--- src/rtl/nbbpu_controller.sv ---
// NBBPU multi-cycle sequencer: fetch, decode, execute and memory phases
// driving the datapath strobes from the state and the IR opcode.
module nbbpu_controller #(
  parameter int TIMEOUT_CYCLES = 16,
  parameter int COUNT_WIDTH    = 8
) (
  input  logic        clock,
  input  logic        reset,
  input  logic [15:0] instruction,
  input  logic        mem_ready,
  input  logic        x_zero,
  input  logic        x_negative,
  output logic        instr_req,
  output logic        ir_load,
  output logic        data_read,
  output logic        data_write,
  output logic        reg_write_lower,
  output logic        reg_write_upper,
  output logic        reg_set,
  output logic        PC_select,
  output logic        pc_enable,
  output logic        halted,
  output logic        fault
);

  typedef enum logic [2:0] {
    IDLE, FETCH, DECODE, EXECUTE, MEMORY, HALTED, FAULT
  } state_t;

  localparam logic [COUNT_WIDTH-1:0] CNT_LAST =
    COUNT_WIDTH'(TIMEOUT_CYCLES - 1);
  localparam logic [COUNT_WIDTH-1:0] CNT_MAX = '1;

  state_t                 state_q, state_d;
  logic [COUNT_WIDTH-1:0] cnt_q, cnt_d;
  logic [3:0]             op;
  logic                   is_alu, is_jmp, is_brz, is_brn;
  logic                   is_hlt, is_lod, is_str, is_sel, is_seu;
  logic                   timeout;

  assign op      = instruction[15:12];
  assign is_alu  = ~op[3];
  assign is_jmp  = (op == 4'h8);
  assign is_brz  = (op == 4'h9);
  assign is_brn  = (op == 4'hA);
  assign is_hlt  = (op == 4'hB);
  assign is_lod  = (op == 4'hC);
  assign is_str  = (op == 4'hD);
  assign is_sel  = (op == 4'hE);
  assign is_seu  = (op == 4'hF);
  assign timeout = (cnt_q == CNT_LAST);

  always_ff @(posedge clock or negedge reset) begin
    if (!reset) begin
      state_q <= IDLE;
      cnt_q   <= '0;
    end else begin
      state_q <= state_d;
      cnt_q   <= cnt_d;
    end
  end

  always_comb begin
    state_d         = state_q;
    cnt_d           = cnt_q;
    instr_req       = 1'b0;
    ir_load         = 1'b0;
    data_read       = 1'b0;
    data_write      = 1'b0;
    reg_write_lower = 1'b0;
    reg_write_upper = 1'b0;
    reg_set         = 1'b0;
    PC_select       = 1'b0;
    pc_enable       = 1'b0;
    halted          = 1'b0;
    fault           = 1'b0;
    unique case (state_q)
      IDLE: begin
        state_d = FETCH;
        cnt_d   = '0;
      end
      FETCH: begin
        instr_req = 1'b1;
        if (mem_ready) begin
          ir_load = 1'b1;
          state_d = DECODE;
        end else if (timeout) begin
          state_d = FAULT;
        end else if (cnt_q != CNT_MAX) begin
          cnt_d = cnt_q + 1'b1;
        end
      end
      DECODE: state_d = EXECUTE;
      EXECUTE: begin
        state_d = FETCH;
        cnt_d   = '0;
        unique case (1'b1)
          is_alu: begin
            reg_write_lower = 1'b1;
            reg_write_upper = 1'b1;
            pc_enable       = 1'b1;
          end
          is_sel: begin
            reg_set         = 1'b1;
            reg_write_lower = 1'b1;
            pc_enable       = 1'b1;
          end
          is_seu: begin
            reg_set         = 1'b1;
            reg_write_upper = 1'b1;
            pc_enable       = 1'b1;
          end
          is_jmp: begin
            pc_enable = 1'b1;
            PC_select = 1'b1;
          end
          is_brz: begin
            pc_enable = 1'b1;
            PC_select = x_zero;
          end
          is_brn: begin
            pc_enable = 1'b1;
            PC_select = x_negative;
          end
          is_hlt: state_d = HALTED;
          is_lod, is_str: state_d = MEMORY;
          default: ;
        endcase
      end
      MEMORY: begin
        data_read  = is_lod;
        data_write = is_str;
        if (mem_ready) begin
          reg_write_lower = is_lod;
          reg_write_upper = is_lod;
          pc_enable       = 1'b1;
          state_d         = FETCH;
          cnt_d           = '0;
        end else if (timeout) begin
          state_d = FAULT;
        end else if (cnt_q != CNT_MAX) begin
          cnt_d = cnt_q + 1'b1;
        end
      end
      HALTED: halted = 1'b1;
      FAULT:  fault  = 1'b1;
      default: state_d = IDLE;
    endcase
  end

endmodule

--- config.mk ---
export PLATFORM = sky130hd
export DESIGN_NAME = nbbpu_controller
export DESIGN_NICKNAME = d
export VERILOG_FILES = /design/src/rtl/nbbpu_controller.sv
export SDC_FILE = /design/constraint.sdc
export NUM_CORES = 1
export LEC_CHECK = 0
export ABC_AREA = 1
export CORE_ASPECT_RATIO = 1.75
export CORE_MARGIN = 2
export CORE_UTILIZATION = 30
export DETAILED_ROUTE_END_ITERATION = 16
export RECOVER_POWER = 25
export SETUP_SLACK_MARGIN = 0.4
export SYNTH_ARGS = -nofsm -noshare
export SYNTH_HDL_FRONTEND = slang
export SYNTH_SLANG_ARGS = --single-unit
--- constraint.sdc ---
create_clock -name clock -period 1.21 [get_ports clock]
set_input_delay 0.363 -clock clock [delete_from_list [all_inputs] [get_ports clock]]
set_output_delay 0.363 -clock clock [all_outputs]
set_load 0.02 [all_outputs]
# Word-level counts from Yosys, hierarchy flattened
# Index checks and enable logic that the tools add are counted.
dict set report word_totals {
  elab_cells 59
  output_inout_bits 11
  reg_bits 11
}
dict set report op_classes {
  add_sub_neg 1
  n_reduce_logical 10
  n_bitwise 1
  eq_ne 17
  mux 28
}
# cell count
set ops {}
lappend ops {{$eq A4 B4 Y1 const B} 8}
lappend ops {{$mux W8} 4}
lappend ops {{$pmux W8 S3} 1}
lappend ops {{$pmux W3 S6} 1}
lappend ops {{$mux W1} 14}
lappend ops {{$reduce_or A2 Y1} 6}
lappend ops {{$eq A3 B3 Y1 const B} 3}
lappend ops {{$mux W3} 3}
lappend ops {{$add A8 B1 Y8 const B} 1}
lappend ops {{$eq A8 B4 Y1 const B} 1}
lappend ops {{$ne A8 B8 Y1 const B} 1}
lappend ops {{$eq A3 B2 Y1 const B} 2}
lappend ops {{$pmux W1 S2} 3}
lappend ops {{$pmux W3 S2} 1}
lappend ops {{$reduce_or A6 Y1} 1}
lappend ops {{$eq A3 B1 Y1 const B} 1}
lappend ops {{$logic_not A3 Y1} 1}
lappend ops {{$pmux W1 S3} 1}
lappend ops {{$reduce_bool A3 Y1} 1}
lappend ops {{$ne A2 B2 Y1 const B} 1}
lappend ops {{$reduce_and A2 Y1} 1}
lappend ops {{$not A1 Y1} 1}

# Logic depth before layout (Yosys ltp)
dict set report depth {
  word_depth 5
  ltp_mapped 9
}

# Least setup slack after synthesis
# No wires, ideal clock.
dict set report synth_timing {
  kind {reg2out}
  from {register state_q[0]}
  to {output port reg_write_lower}
  path_slack_ps -555
  n_path_buf 0
  stages_incl_launch_ff 8
  arrival_time_ps 1402
  required_time_ps 847
  path_cell_list {dfrtp_1 > inv_1 > nand2_1 > nor2_2 > inv_1 > nor3_2 > nand2_1 > o21ai_0}
}
dict set report synth_via {
  elab_chain_len 2
  word_cells_on_any_way 3
  classes_between {eq/ne: 2; mux: 1}
}
# item line
set synth_rtl {}
lappend synth_rtl {{start: declaration} 34} ;# state_t state_q, state_d;
lappend synth_rtl {{start signal: assignment} 58} ;# state_q <= state_d;
lappend synth_rtl {{$eq A3 B3 Y1 or $eq A3 B2 Y1 (tied branches)} 77} ;# unique case (state_q)
lappend synth_rtl {{$pmux W1 S2 *} 77}
lappend synth_rtl {{end: declaration} 17} ;# output logic reg_write_lower,
# Mark *: on every way between the ends. The rest lies on a longest branch, timed or not.

# Worst setup path in the final report
dict set report layout_timing {
  from {register state_q[0]}
  to {register cnt_q[7]}
}
dict set report layout_via {
  elab_chain_len 4
  word_cells_on_any_way 9
  classes_between {eq/ne: 4; mux: 1; reduce/logical: 4}
}
# item line
set layout_rtl {}
lappend layout_rtl {{$eq A3 B2 Y1 or $logic_not A3 Y1 (tied branches)} 77}
lappend layout_rtl {{$reduce_or A2 Y1 (no line)} -}
lappend layout_rtl {{$reduce_bool A3 Y1 (no line)} -}
lappend layout_rtl {{$reduce_and A2 Y1 (no line)} -}
lappend layout_rtl {{end signal: assignment} 59} ;# cnt_q <= cnt_d;
lappend layout_rtl {{end: declaration} 35} ;# logic [COUNT_WIDTH-1:0] cnt_q, cnt_d;
# Several ways; a longest one is shown, not always the timed one.
# A chain may end at the register's enable or synchronous reset.

==> flow_summary.ini <==
[status]
status = finished, violations left
violations = setup timing

[yosys]
synth_top_family_by_area = simple AND/OR/NAND/NOR gates
yosys-top-cells-count = 36 x nand2_1, 21 x inv_1, 19 x nor2_1
async_flop_share_pct = 100
synth_cells = 149
synth.net_count = 171
synth_area_leader_cell = dfrtp_1
avgSynthCellArea_um2 = 6.37
synth_compound_area_share_pct = 7.11
synth-seq-cells = 11
synth_flop_cell = dfrtp_1
muxShareOfSynthArea_pct = 0
synth_edf_count = 0
yosysSeqAreaShare_pct = 29.0
synth_simple_gate_area_share_pct = 50.7
synth-xor-area-share_pct = 0.922
synth_fa_ha_area_share_pct = 1.32
yosys.cell_types.count = 26
yosysMostFrequentCell = nand2_1
synth.top_cell.area_share_pct = 29.0
syn-cell-area_um2 = 950
yosys_warnings = 0
synth_area_leaders = dfrtp_1 29%, nand2_1 14%, inv_1 8.3%

[worst_setup_path]
crit_arrival_ns = 1.88
path_class = reg -> reg
endpoint_kind = flop
worst_ep_required_time_ns = 1.35
worst_path_max_delay_cell = dfrtp_2
cp_top_family = buffers and inverters
path_cells = buf_4, buf_6, buf_6, nand2_2, inv_2, buf_4, nor2_4, nand2_4, buf_6, buf_4, nand2_2, nand2_1
cp-start-kind = flop
crit_fanout = 6
crit_buf_inv = 7
slowest_delay_ns = 0.41

[floorplanning]
coreArea_um2 = 3070
die_height_um = 78.4
die_area_um2 = 3650
io_pins = 32
die_x_um = 46.5
start_util_pct = 30.9
core.rowCount = 27

[min_path]
hold_path.class = reg -> reg

[timing]
tns_ns = -9.17
max_clock_freq_mhz = 574
max_slew_margin_pct = 57.7
maxSlewViolCount = 0
skew_ns = 0.00499
worst_slack_ns = -0.532
period_share_pct = 144
setup_viol_count_final = 22
rsz0062_at_grt = yes
fin_crit_ns = 1.74
worst_slew_pin_slew_ns = 0.634
hold_viol = 0

[drt]
antenna_left = 0
vias_per_cell = 4.56
dr.pass1.iters = 4
drc_errors = 0
drtIter0Drc = 13
totalWireLength_mm = 3.25
wl_per_cell_um = 12.0
vias = 1235

[global_route]
grt_pass1_wl_mm = 5.60
grt_util_met1_pct = 20.1
grt_pass1_vias = 1352
met2_usage_pct = 39.3
antenna_found_initial = 0
grt_max_degree = 12
grt_overflow = 0
use_met3_pct = 1.84
busiest_layer = met2
track_usage_pct = 20.7

[final_layout]
num_antenna_cells = 0
drive_gt1_share_pct = 56.6
area.growth.synth_to_final_pct = 96.3
num-nets-final = 251
final_cells = 271

[run]
drv_cap = 0

[placed_design]
gp_congestion = 0.848
portBuffers = 19
dp.cells = 251
post-dp-hpwl_mm = 2.52

[clock_network]
h-tree-depth = 1
cts_buffers = 3
cts-root-buf = clkbuf_8
clkTransAtPathRegs_ns = 0.05
cts_hold_buf = 0
clkLatencyLatePin_ns = 0.24
cts_sinks = 11
clockBufferDepth = 2
cts_tree = built

[power]
ir_drop_v = 0.00148
powerDensity_nw_per_um2 = 2240
p_leak_nw = 0.918
[power by group]
part / internal [mW] / switching (mW) / total, mW
clock: 0.232 / 0.150 / 0.382
sequential: 0.476 / 0.111 / 0.587
combinational: 1.64 / 1.56 / 3.21
total: 2.35 / 1.83 / 4.18
[flip-flops by register name (all words and copies together) (netlist names)]
name / count
cnt_q: 8
state_q: 3
[worst paths after layout]
check / from / to / slack, ns / cells past startpoint
min in group asynchronous: reset / cnt_q[0]$_DFFE_PN0P_ / 0.57 / 2
min reg2reg: cnt_q[5]$_DFFE_PN0P_ / cnt_q[5]$_DFFE_PN0P_ / 0.54 / 2
max reg2reg: state_q[0]$_DFFE_PN0N_ / cnt_q[7]$_DFFE_PN0P_ / -0.53 / 12
max in group asynchronous: reset / state_q[0]$_DFFE_PN0N_ / 0.18 / 2
max: state_q[0]$_DFFE_PN0N_ / cnt_q[7]$_DFFE_PN0P_ / -0.53 / 12
min: cnt_q[5]$_DFFE_PN0P_ / cnt_q[5]$_DFFE_PN0P_ / 0.54 / 2
[per-stage QoR]
stage          power (mW)  worst slack (ns)  util (%)  area, µm²  hold slack (ns)
3_3_place_gp         3.01             -1.12      52.3       1610            0.517
4_1_cts              4.01            -0.512      59.0       1810            0.424
2_1_floorplan        1.89            -0.376         -       1060           0.0674
6_report             4.18            -0.532      60.6       1860            0.537
3_5_place_dp         3.03             -1.19      52.3       1610            0.540
5_1_grt              4.48            -0.602      60.6       1860            0.554
[metal layers]
layer / vias up / part of all wire (%)
li1: 637 / -
met1: 556 / 33
met2: 31 / 60
met3: 11 / 3.8
met4: 0 / 3.3
met5: - / 0
[cell families (layout without fill, tap and decap cells)]
group | count (synthesis) | count (layout)
xor+xnor | 1 | 1
flops | 11 | 11
fa+ha+maj | 1 | 1
simple gates | 96 | 96
buf+inv | 27 | 106
compound gates | 13 | 13
[worst register-to-register path: stages, from the launching register on]
cell and delay, ns:
dfrtp_2 0.41, buf_4 0.14, buf_6 0.11, buf_6 0.12, nand2_2 0.05, inv_2 0.04
buf_4 0.13, nor2_4 0.15, nand2_4 0.13, buf_6 0.14, buf_4 0.13, nand2_2 0.05
nand2_1 0.05
[what timing repair did]
item,CTS,global route
gates resized for setup,98,7
cloned,0,0
endpoints found under the setup margin,22,22
buffers inserted,12,4
pin swaps,12,7
[area by class of cell]
class | instances | area, µm²
Clock buffer | 4 | 45.0
Fill cell | 280 | 1210
Inverter | 27 | 109
Multi-Input combinational cell | 111 | 753
Sequential cell | 11 | 277
Tap cell | 43 | 53.8
Timing Repair Buffer | 75 | 627
[placed cells by master, fill, tap and decap left out, drive strengths merged]
cell type	Yosys	layout
a21oi	1	1
clkdlybuf4s50	0	3
nand3	18	18
or2	1	1
nand2	41	41
nor2	28	28
dlygate4sd2	0	2
buf	0	67
nor4	1	1
a31oi	1	1
inv	27	27
clkdlybuf4s15	0	2
ha	1	1
o22ai	1	1
clkbuf	0	5
o21ai	10	10
nand3b	1	1
xnor2	1	1
nand4	4	4
dfrtp	11	11
nor3	2	2
(Power assumes the default switching activity.)
==> patch 1, RTL diff (same flow settings) <==
`TIMEOUT_CYCLES`: 16 -> 12.
--- a/src/rtl/nbbpu_controller.sv
+++ b/src/rtl/nbbpu_controller.sv
@@ -2,5 +2,5 @@
 // driving the datapath strobes from the state and the IR opcode.
 module nbbpu_controller #(
-  parameter int TIMEOUT_CYCLES = 16,
+  parameter int TIMEOUT_CYCLES = 12,
   parameter int COUNT_WIDTH    = 8
 ) (
Formal check against the unedited RTL: same outputs for any inputs over 10 cycles, from zero or initial values and one cycle with reset low; that may be too few to reach the edited logic, so the function may still have changed.
==> patch 1 against the original RTL <==
  * The run still ends with setup timing left
  * Total power shrank 6.9%
  * Worst setup slack worse by 0.10 ns
  * Synthesized area down 3.8%
  * Die area decreased by 3.6%
  * Sequential share of layout area is 0.28 points higher
  * Final area decreased by 2.3%
  * Clock skew is 0.0023 ns lower
  * Sequential cell count unchanged
  * Wire length up 5.9%
  * Highest routed layer unchanged
==> patch 1: results <==
{
  "status": "finished, violations left",
  "violations": "setup timing",
  "dp_hpwl_um": 2610,
  "inverters": 30,
  "vias": 1264,
  "slowest_stage": "dfrtp_1",
  "fin_nets": 245,
  "slew_headroom": 0.584,
  "reg2reg_to": "cnt_q[2]",
  "sequential_cell_total": 11,
  "dpl_cell_area_um2": 1500,
  "fin_area_um2": 1820,
  "critPathMaxFanout": 4,
  "signal_buffers": 69,
  "rr_worst_depth": 13,
  "area_share_clock_buf_inv": 0.0247,
  "gp_congestion": 0.868,
  "startpoint": "state_q[1]",
  "tns_ns": -11.04,
  "synth.area.top_cells": "dfrtp_1, nand2_1, inv_1",
  "grt_pass1_wl_um": 5440,
  "reg2reg_slack_ns": -0.57,
  "yosys-top-cells-count": "nand2_1, inv_1, nor2_1",
  "dieWidth_um": 45.7,
  "fin_ws_ns": -0.636,
  "setup_viol": 22,
  "synth_nets": 172,
  "drtIter0Drc": 17,
  "holdPathEnd": "cnt_q[6]"
}
patch 1: changes by cell type after synthesis, sizes merged, moves of 2 or more:
cell and delta:
inv +2, o21ai +2, nor2 -6, nor3 +2
a21oi +3
patch 1: what timing repair did:
action,4_1_cts,5_1_grt
setup endpoints to repair,22,22
setup buffers,7,4
gates resized for setup,98,27
cloned,1,0
pin swaps,8,11
patch 1: cells by family after synthesis:
kind of cell    after synthesis  synth area share
compound gates               17            0.0945
fa+ha+maj                     1            0.0137
buf+inv                      31             0.137
flops                        11             0.301
simple gates                 90             0.453
patch 1: per-layer routing:
metal | up-vias | wire, um | track usage | part of all wire
li1 | 620 | - | - | -
met1 | 600 | 1060 | 0.172 | 0.31
met2 | 37 | 2180 | 0.424 | 0.63
met3 | 7 | 117 | 0.0282 | 0.034
met4 | 0 | 93 | 0.109 | 0.027
met5 | - | 0 | 0 | 0
patch 1: report_power, final:
part / switching (uW) / internal [uW]
combinational: 1560 / 1380
clock: 147 / 232
sequential: 86.8 / 478
==> patch 2, RTL diff (same flow settings) <==
Made on the original files. Make the reset (`reset`) synchronous in one clocked block.
--- a/src/rtl/nbbpu_controller.sv
+++ b/src/rtl/nbbpu_controller.sv
@@ -51,5 +51,5 @@
   assign timeout = (cnt_q == CNT_LAST);
 
-  always_ff @(posedge clock or negedge reset) begin
+  always_ff @(posedge clock) begin
     if (!reset) begin
       state_q <= IDLE;
Function: differs if reset is asserted again (counterexample within 4 cycles, from zero or initial values and one cycle with reset low); with reset held inactive, the same outputs for 10 cycles.
==> patch 2 against the original RTL <==
  * The flow still finishes with violations (setup timing)
  * Sequential share of layout area fell by 2.3 points
  * Non-clock buffer count fell by 5
  * Wire length rose by 2.7%
  * Worst setup slack improved by 0.10 ns
  * First-iteration DRC count rose by 140%
  * Final cell count fell by 6.6%
  * Final area fell by 0.60%
  * Synthesized area fell by 9.4%
  * Sequential cell count did not move
  * Count of clock-buffer cells in the layout did not move
Power is left out: it rests on default switching activity, and per cell area and clock period it moved more than threefold.
==> patch 2: results <==
{
  "drt_first_pass_iters": 4,
  "drive_gt1_frac": 0.633,
  "cts_buffers": 3,
  "ys_warn_count": 0,
  "wl_per_cell_um": 13.2,
  "htreeDepth": 1,
  "yosys-top-cells-count": "nand2_1, inv_1, nand3_1",
  "grt_pass1_vias": 1284,
  "grt_antenna_before_repair": 0,
  "critPathMaxFanout": 4,
  "dpl_cell_area_um2": 1570,
  "gp_congestion": 0.932,
  "dp_hpwl_um": 2530,
  "holdPathStages": 2,
  "synth.area.top_cells": "dfxtp_1, nand2_1, inv_1",
  "yosysTopAreaCell": "dfxtp_1",
  "slew_headroom": 0.826,
  "status": "finished, violations left",
  "dp_cells": 237,
  "arrival_ns": 1.28,
  "netlist_instances": 152,
  "synth_nets": 174,
  "skew_ns": 0.00423,
  "insertion_delay_ns": 0.24,
  "rr_worst_depth": 11,
  "fin_ws_ns": -0.431,
  "port_buffers": 19,
  "ys_async_sr_fraction": 0,
  "cts.clk_slew.worst_paths_ns": 0.05,
  "final_cells": 253,
  "violations": "setup timing",
  "seq_area_frac_synth": 0.256,
  "hp-class": "register to register",
  "clockBufferDepth": 2,
  "num_antenna_cells": 0,
  "drtIter0Drc": 31,
  "drt-vias-per-instance": 5.02,
  "drv_cap": 0,
  "ant_nets": 0,
  "reg2reg_slack_ns": -0.38,
  "synthDistinctLibCells": 20,
  "cts_root_buffer": "clkbuf_8",
  "setup_viol": 22,
  "grt_pass1_wl_um": 5510,
  "grt_max_degree": 8,
  "grt.total_usage": 0.227,
  "top_regs": "cnt_q x8, state_q x3"
}
[patch 2: logic make-up after synthesis]
| group | synth area share |
|---|---|
| compound gates | 0.112 |
| buf+inv | 0.131 |
| simple gates | 0.487 |
| fa+ha+maj | 0.0145 |
| flops | 0.256 |
[patch 2: worst paths after layout]
path,startpoint,endpoint
hold reg to reg,cnt_q[7],cnt_q[7]
setup / recovery,state_q[0],halted
setup reg to reg,state_q[0],cnt_q[6]
hold / removal,cnt_q[7],cnt_q[7]
[patch 2: worst max-delay path: stages, from the launching register on]
cell,delay [ns]
dfxtp_4,0.38
buf_4,0.14
inv_4,0.04
nor2_4,0.13
buf_4,0.14
nand2_2,0.05
inv_2,0.06
buf_6,0.11
[patch 2: what timing repair did]
item	4_1_cts	5_1_grt
setup buffers	7	5
endpoints found under the setup margin	22	22
pin swaps	22	7
hold buffers	0	0
resized for setup	115	15
[patch 2: per-stage QoR]
stage | hold WS (ns) | worst slack (ns) | setup TNS (ns)
after CTS | 0.500 | -0.433 | -6.27
final | 0.513 | -0.431 | -6.91
after global placement | 0.478 | -1.18 | -16.29
after global routing | 0.535 | -0.489 | -8.37
after detailed placement | 0.489 | -1.22 | -16.67
after floorplan | 0.454 | -0.146 | -0.563
[patch 2: cell type report]
type / instances / area [um^2]
clock buffers: 4 / 45.0
fillers: 224 / 868
inverters: 30 / 120
multi-input cells: 111 / 818
flip-flops and latches: 11 / 231
well taps: 27 / 33.8
repair buffers: 70 / 604
[patch 2: layer usage]
| layer | wire (um) | vias to the layer above | track usage |
|---|---|---|---|
| met1 | 1010 | 592 | 0.195 |
| met4 | 85 | 0 | 0.121 |
| met3 | 123 | 9 | 0.0384 |
| met2 | 2120 | 35 | 0.461 |
| met5 | 0 | - | 0 |
| li1 | - | 635 | - |
